## config.mk

```make
export PLATFORM = sky130hd
export DESIGN_NAME = cipher_share_ctrl_flat
export DESIGN_NICKNAME = d
export VERILOG_FILES = /design/src/rtl/cipher_share_ctrl_if.sv /design/src/rtl/cipher_share_ctrl.sv /design/src/flat_wrapper.sv
export SDC_FILE = /design/constraint.sdc
export NUM_CORES = 1
export LEC_CHECK = 0
export CELL_PAD_IN_SITES_DETAIL_PLACEMENT = 1
export CELL_PAD_IN_SITES_GLOBAL_PLACEMENT = 1
export CORE_MARGIN = 5
export CORE_UTILIZATION = 30
export CTS_CLUSTER_SIZE = 30
export DETAILED_ROUTE_END_ITERATION = 12
export GPL_ROUTABILITY_DRIVEN = 0
export PLACE_DENSITY_LB_ADDON = 0.1
export SLEW_MARGIN = 20
export SYNTH_ARGS = -nofsm -noshare
export SYNTH_HDL_FRONTEND = slang
export SYNTH_SLANG_ARGS = --single-unit
```

## constraint.sdc

```tcl
create_clock -name clk -period 2 [get_ports clk]
set_input_delay 0.6 -clock clk [delete_from_list [all_inputs] [get_ports clk]]
set_output_delay 0.6 -clock clk [all_outputs]
set_load 0.01 [all_outputs]
```

## src/rtl/cipher_share_ctrl_if.sv

```systemverilog
// Bundle of every non-clock/reset signal around the shared cipher controller:
// key management, two requesters, the cipher core side, the response port
// and debug visibility. The controller takes the slave view, the environment
// takes the master view.
//
// Handshake rule for all valid/ready pairs here: a transfer happens on a
// rising clk edge where both valid and ready are high. The response side holds
// resp_valid/resp_data/resp_id stable until resp_ready is seen.
interface cipher_share_ctrl_if #(
    parameter int DATA_W = 8,
    parameter int CNT_W  = 16
);
    logic              key_wr_en;
    logic [DATA_W-1:0] key_wr_data;
    logic              key_lock;
    logic              key_err;

    logic              req0_valid;
    logic [DATA_W-1:0] req0_data;
    logic              req0_ready;
    logic              req1_valid;
    logic [DATA_W-1:0] req1_data;
    logic              req1_ready;

    logic              core_start;
    logic [DATA_W-1:0] core_data_in;
    logic [DATA_W-1:0] core_key;
    logic [DATA_W-1:0] core_data_out;

    logic              resp_valid;
    logic [DATA_W-1:0] resp_data;
    logic              resp_id;
    logic              resp_ready;

    logic [CNT_W-1:0]  txn_count;
    logic [1:0]        state_dbg;

    modport slave (
        input  key_wr_en, key_wr_data, key_lock,
        output key_err,
        input  req0_valid, req0_data, req1_valid, req1_data,
        output req0_ready, req1_ready,
        output core_start, core_data_in, core_key,
        input  core_data_out,
        output resp_valid, resp_data, resp_id,
        input  resp_ready,
        output txn_count, state_dbg
    );

    modport master (
        output key_wr_en, key_wr_data, key_lock,
        input  key_err,
        output req0_valid, req0_data, req1_valid, req1_data,
        input  req0_ready, req1_ready,
        input  core_start, core_data_in, core_key,
        output core_data_out,
        input  resp_valid, resp_data, resp_id,
        output resp_ready,
        input  txn_count, state_dbg
    );
endinterface

```

## src/rtl/cipher_share_ctrl.sv

```systemverilog
// Round-robin sharing of one registered XOR cipher core between two
// requesters. One transaction at a time: accept, issue to the core, capture
// the core result, then hold it on the response port until taken. The block
// also owns the core key register (write-lockable, zero keys rejected) and a
// saturating count of completed transactions.
module cipher_share_ctrl #(
    parameter int                DATA_W  = 8,
    parameter logic [DATA_W-1:0] KEY_RST = 8'h42,
    parameter int                CNT_W   = 16
) (
    input  logic                 clk,
    input  logic                 reset_n,
    cipher_share_ctrl_if.slave   bus
);
    typedef enum logic [1:0] {
        S_IDLE  = 2'd0,
        S_ISSUE = 2'd1,
        S_WAIT  = 2'd2,
        S_RESP  = 2'd3
    } state_t;

    state_t            state_q, state_d;
    logic [DATA_W-1:0] key_q;
    logic              lock_q;
    logic              rr_q;        // 1: req1 wins the next tie
    logic [DATA_W-1:0] cap_data_q;
    logic              cap_id_q;
    logic [DATA_W-1:0] resp_data_q;
    logic [CNT_W-1:0]  txn_q;
    logic              key_err_q;
    logic              grant0, grant1;
    logic              key_wr_ok;

    // Key writes only land between transactions, while unlocked, and never as zero.
    assign key_wr_ok = bus.key_wr_en && (state_q == S_IDLE) && !lock_q
                       && (bus.key_wr_data != '0);

    // Next-state and grant decode; grants can only be raised while idle.
    always_comb begin
        state_d = state_q;
        grant0  = 1'b0;
        grant1  = 1'b0;
        case (state_q)
            S_IDLE: begin
                if (bus.req0_valid && (!bus.req1_valid || !rr_q)) begin
                    grant0 = 1'b1;
                end else if (bus.req1_valid) begin
                    grant1 = 1'b1;
                end
                if (grant0 || grant1) begin
                    state_d = S_ISSUE;
                end
            end
            S_ISSUE: state_d = S_WAIT;
            S_WAIT:  state_d = S_RESP;
            S_RESP: begin
                if (bus.resp_ready) begin
                    state_d = S_IDLE;
                end
            end
            default: state_d = S_IDLE;
        endcase
    end

    // State register; reset abandons any in-flight transaction.
    always_ff @(posedge clk) begin
        if (!reset_n) begin
            state_q <= S_IDLE;
        end else begin
            state_q <= state_d;
        end
    end

    // Key register, sticky lock and one-cycle rejection pulse.
    always_ff @(posedge clk) begin
        if (!reset_n) begin
            key_q     <= KEY_RST;
            lock_q    <= 1'b0;
            key_err_q <= 1'b0;
        end else begin
            key_err_q <= bus.key_wr_en && !key_wr_ok;
            if (key_wr_ok) begin
                key_q <= bus.key_wr_data;
            end
            if (bus.key_lock) begin
                lock_q <= 1'b1;
            end
        end
    end

    // Request capture, round-robin pointer and core result capture.
    always_ff @(posedge clk) begin
        if (!reset_n) begin
            rr_q        <= 1'b0;
            cap_data_q  <= '0;
            cap_id_q    <= 1'b0;
            resp_data_q <= '0;
        end else begin
            if (grant0 || grant1) begin
                cap_data_q <= grant1 ? bus.req1_data : bus.req0_data;
                cap_id_q   <= grant1;
                rr_q       <= grant0;
            end
            if (state_q == S_WAIT) begin
                resp_data_q <= bus.core_data_out;
            end
        end
    end

    // Completed-transaction counter, sticks at all-ones.
    always_ff @(posedge clk) begin
        if (!reset_n) begin
            txn_q <= '0;
        end else if ((state_q == S_RESP) && bus.resp_ready
                     && (txn_q != {CNT_W{1'b1}})) begin
            txn_q <= txn_q + 1'b1;
        end
    end

    assign bus.req0_ready   = grant0 && reset_n;
    assign bus.req1_ready   = grant1 && reset_n;
    assign bus.core_start   = (state_q == S_ISSUE);
    assign bus.core_data_in = (state_q == S_ISSUE) ? cap_data_q : '0;
    assign bus.core_key     = key_q;
    assign bus.resp_valid   = (state_q == S_RESP);
    assign bus.resp_data    = resp_data_q;
    assign bus.resp_id      = cap_id_q;
    assign bus.key_err      = key_err_q;
    assign bus.txn_count    = txn_q;
    assign bus.state_dbg    = state_q;
endmodule

```

## src/flat_wrapper.sv

```systemverilog
// flat-port wrapper written by rule: the top's interface ports become plain ports
module cipher_share_ctrl_flat 
#(
    parameter int                DATA_W  = 8,
    parameter logic [DATA_W-1:0] KEY_RST = 8'h42,
    parameter int                CNT_W   = 16
)
  (clk, reset_n, bus_key_wr_en, bus_key_wr_data, bus_key_lock, bus_key_err, bus_req0_valid, bus_req0_data, bus_req1_valid, bus_req1_data, bus_req0_ready, bus_req1_ready, bus_core_start, bus_core_data_in, bus_core_key, bus_core_data_out, bus_resp_valid, bus_resp_data, bus_resp_id, bus_resp_ready, bus_txn_count, bus_state_dbg);
  cipher_share_ctrl_if #(.DATA_W(DATA_W), .CNT_W(CNT_W)) bus_i ();
  input  logic clk;
  input  logic reset_n;
  input wire logic [$bits(bus_i.key_wr_en)-1:0] bus_key_wr_en;
  input wire logic [$bits(bus_i.key_wr_data)-1:0] bus_key_wr_data;
  input wire logic [$bits(bus_i.key_lock)-1:0] bus_key_lock;
  output wire logic [$bits(bus_i.key_err)-1:0] bus_key_err;
  input wire logic [$bits(bus_i.req0_valid)-1:0] bus_req0_valid;
  input wire logic [$bits(bus_i.req0_data)-1:0] bus_req0_data;
  input wire logic [$bits(bus_i.req1_valid)-1:0] bus_req1_valid;
  input wire logic [$bits(bus_i.req1_data)-1:0] bus_req1_data;
  output wire logic [$bits(bus_i.req0_ready)-1:0] bus_req0_ready;
  output wire logic [$bits(bus_i.req1_ready)-1:0] bus_req1_ready;
  output wire logic [$bits(bus_i.core_start)-1:0] bus_core_start;
  output wire logic [$bits(bus_i.core_data_in)-1:0] bus_core_data_in;
  output wire logic [$bits(bus_i.core_key)-1:0] bus_core_key;
  input wire logic [$bits(bus_i.core_data_out)-1:0] bus_core_data_out;
  output wire logic [$bits(bus_i.resp_valid)-1:0] bus_resp_valid;
  output wire logic [$bits(bus_i.resp_data)-1:0] bus_resp_data;
  output wire logic [$bits(bus_i.resp_id)-1:0] bus_resp_id;
  input wire logic [$bits(bus_i.resp_ready)-1:0] bus_resp_ready;
  output wire logic [$bits(bus_i.txn_count)-1:0] bus_txn_count;
  output wire logic [$bits(bus_i.state_dbg)-1:0] bus_state_dbg;
  assign bus_i.key_wr_en = bus_key_wr_en;
  assign bus_i.key_wr_data = bus_key_wr_data;
  assign bus_i.key_lock = bus_key_lock;
  assign bus_key_err = bus_i.key_err;
  assign bus_i.req0_valid = bus_req0_valid;
  assign bus_i.req0_data = bus_req0_data;
  assign bus_i.req1_valid = bus_req1_valid;
  assign bus_i.req1_data = bus_req1_data;
  assign bus_req0_ready = bus_i.req0_ready;
  assign bus_req1_ready = bus_i.req1_ready;
  assign bus_core_start = bus_i.core_start;
  assign bus_core_data_in = bus_i.core_data_in;
  assign bus_core_key = bus_i.core_key;
  assign bus_i.core_data_out = bus_core_data_out;
  assign bus_resp_valid = bus_i.resp_valid;
  assign bus_resp_data = bus_i.resp_data;
  assign bus_resp_id = bus_i.resp_id;
  assign bus_i.resp_ready = bus_resp_ready;
  assign bus_txn_count = bus_i.txn_count;
  assign bus_state_dbg = bus_i.state_dbg;
  cipher_share_ctrl #(.DATA_W(DATA_W), .KEY_RST(KEY_RST), .CNT_W(CNT_W)) u_core (.clk(clk), .reset_n(reset_n), .bus(bus_i));
endmodule
```

==> results.sh <==
export IMPL_status="finished clean"
export IMPL_switchingPower_uw=1011
export IMPL_syn_nets=290
export IMPL_synth_xor_area_share_pct=0
export IMPL_syn_area_um2=2116
export IMPL_initial_core_util_pct=30.97
export IMPL_drcViolationCount=0
export IMPL_tightest_slew_ns=0.5349
export IMPL_synth_top_area_share_pct=43.52
export IMPL_async_reset_ff_share_pct=0
export IMPL_start_kind="primary input"
export IMPL_io_pins=87
export IMPL_place_area_um2=3288
export IMPL_die_h_um=93.98
export IMPL_core_area_um2=6832
export IMPL_rr_endpoint="u_core.bus.txn_count[10]"
export IMPL_fin_crit_ns=1.955
export IMPL_p_per_area_nw_per_um2=894.4
export IMPL_antennaDiodeCount=0
export IMPL_swShare_pct=32.53
export IMPL_area_growth_pct=64.22
export IMPL_p_int_uw=2097
export IMPL_period_share_pct=97.76
export IMPL_maxSlewViolCount=0
export IMPL_rsz0062_at_grt="true"
export IMPL_synth_compound_area_share_pct=16.44
export IMPL_grt_use_total_pct=16.12
export IMPL_peakVddDrop_uv=447.9
export IMPL_ys_top_cells_by_area="dfxtp_1, mux2i_1, nand2_1, a21oi_1, o221ai_1"
export IMPL_synthSimpleGateAreaFrac_pct=25.19
export IMPL_p_leak_uw=0.001335
export IMPL_firstDrtPassIters=4
export IMPL_cts_sinks=46
export IMPL_synth_largest_area_cell="dfxtp_1"
export IMPL_setup_viol_count_final=0
export IMPL_grt_pass1_wl_um=11510
export IMPL_vias=2207
export IMPL_r2r_cells=5
export IMPL_hold_path_startpoint="u_core.cap_data_q[7]"
export IMPL_hold_viol=0
export IMPL_dpl_hpwl_um=5126
export IMPL_synthAdderAreaFrac_pct=2.957
export IMPL_final_common_cell="clkdlybuf4s50_1"
export IMPL_dieArea_um2=8832
export IMPL_rows=30
export IMPL_globalRoute_totalOverflow=0
export IMPL_cap_violations=0
export IMPL_ys_seq_area_share_pct=43.52
export IMPL_utilization_pct=50.86
export IMPL_wl_per_cell_um=15.22
export IMPL_power_share_sequential_pct=36.9
export IMPL_crit_slowest_cell="clkdlybuf4s50_1"
export IMPL_synth_ff_type="dfxtp_1"
export IMPL_relSlewSlack_pct=64.34
export IMPL_h_tree_depth=2
export IMPL_portBuffers=86
export IMPL_clockBufferDepth=2
export IMPL_tritoncts="yes"
export IMPL_synth_top_family_by_area="simple AND/OR/NAND/NOR gates"
export IMPL_worstReg2RegStart="u_core.bus.txn_count[0]"
export IMPL_critPathKind="primary input to flop"
export IMPL_required_ns=2.18
export IMPL_path_clk_slew_ns=0.09
export IMPL_synthMuxAreaShare_pct=8.516
export IMPL_chipWidth_um=93.98
export IMPL_crit_fanout=6
export IMPL_holdPathEnd="u_core.cap_data_q[7]"
export IMPL_skew_ns=0.006264
export IMPL_grt_pass1_vias=2424
export IMPL_grt_max_degree=34
export IMPL_p_clk_share_pct=22.3
export IMPL_critPathCaptureType="flop"
export IMPL_fin_nets=407
export IMPL_fmax_ghz=0.5114
export IMPL_cts_buffers=5
export IMPL_viasPerCell=4.798
export IMPL_min_path_cells=2
export IMPL_hold_buffers=0
export IMPL_ys_warn_count=0
export IMPL_layout_drive_gt1_share_pct=19.51
export IMPL_finish_instance_area_um2=3475
export IMPL_hold_path_class="flop to flop"
export IMPL_crit_arrival_ns=2.13
export IMPL_path_cells="clkdlybuf4s50_1 -> and4_1 -> nand4_1 -> buf_4 -> a2111oi_0 -> nor3b_1"
export IMPL_antenna_found_initial=0
export IMPL_synth_edff_count=0
export IMPL_r2r_setup_slack_ns=0.14
export IMPL_critPathMaxStageDelay_ns=0.51
export IMPL_ant_nets=0
export IMPL_synth_cells=246
export IMPL_yosysUniqueCellTypes=41
export IMPL_initialDrtViolationCount=42
export IMPL_ys_ff_latch=46
export IMPL_wl_um=7002
export IMPL_avgSynthCellArea_um2=8.601
export IMPL_power_frac_comb_pct=40.7
export IMPL_layout_common_cells="clkdlybuf4s50_1, dfxtp_1, nand2_1"
export IMPL_cts_root_buf="clkbuf_8"
export IMPL_clock_latency_ns=0.29
-- flip-flops by register name, indices dropped and copies added, names as in the netlist --
signal,cells
u_core.bus.core_key,8
u_core.bus.key_err,1
u_core.bus.resp_data,8
u_core.bus.resp_id,1
u_core.bus.state_dbg,2
u_core.bus.txn_count,16
u_core.cap_data_q,8
u_core.lock_q,1
u_core.rr_q,1
-- metal layers --
layer,up-vias,wire (um),GRT usage (%)
met5,-,0,0
met4,0,68,4.452
met3,6,437,4.647
met2,52,3529,28.68
met1,1039,2967,18.71
li1,1110,-,-
-- cells by family after synthesis --
family          count (synthesis)
compound gates                 51
mux                            18
buf+inv                        18
flops                          46
fa+ha+maj                       5
simple gates                  108
-- layout make-up --
class	count	area (um2)
Clock buffer	5	68.82
Clock inverter	3	40.04
Fill cell	825	3357
Inverter	6	22.52
Multi-Input combinational cell	182	1187
Sequential cell	46	925.9
Tap cell	96	120.1
Timing Repair Buffer	122	1110
-- critical path: cells and delay by family --
kind	cells	cell delay, ns
simple gates	3	0.44
compound gates	1	0.41
buf+inv	2	0.69
-- repair_timing --
item,4_1_cts,5_1_grt
buffers inserted,4,0
pin swaps,5,3
cloned,1,0
gates resized for setup,45,16
endpoints found under the setup margin,21,16
-- synthesized netlist by cell type (all sizes together), types with 2 or more instances --
library cell / n
a211oi: 5
a21oi: 18
a31o: 2
and2: 9
and3: 4
buf: 4
clkbuf: 8
dfxtp: 46
ha: 5
inv: 5
mux2i: 18
nand2: 39
nand2b: 7
nand3: 10
nand4: 4
nor2: 17
nor2b: 2
nor3: 6
o21ai: 8
o221ai: 8
o31ai: 2
or4: 3
-- metrics by stage --
stage | instances | hold slack (ns) | setup WS (ns) | TNS (ns) | power (uW)
floorplan | 246 | 0.4273 | 0.09247 | 0 | 1723
global placement | 448 | 0.4345 | -0.6231 | -7.797 | 2383
detailed placement | 448 | 0.4441 | -0.6481 | -9.327 | 2405
CTS | 460 | 0.4574 | -0.03314 | -0.03314 | 3144
global route | 460 | 0.4802 | -0.01898 | -0.03219 | 3308
finish | 460 | 0.4544 | 0.04472 | 0 | 3108
-- power by group through the flow --
stage | sequential [uW] | combinational, uW | clock (uW)
after global routing | 1160 | 1400 | 748
final | 1150 | 1270 | 694
after detailed placement | 1160 | 1250 | 0
after floorplan | 1190 | 530 | 0
after global placement | 1150 | 1230 | 0
after CTS | 1140 | 1280 | 720
-- worst max-delay path by stage --
stage	from	endpoint	slack, ns
floorplan	u_core.bus.state_dbg[0]	u_core.bus.txn_count[10]	0.09
global placement	reset_n	bus_req0_ready	-0.62
detailed placement	reset_n	bus_req0_ready	-0.65
CTS	u_core.bus.state_dbg[1]	bus_req0_ready	-0.03
global route	u_core.bus.state_dbg[1]	bus_req0_ready	-0.02
finish	bus_resp_ready	u_core.bus.txn_count[15]	0.04
Power figures use the tool's default switching activity.
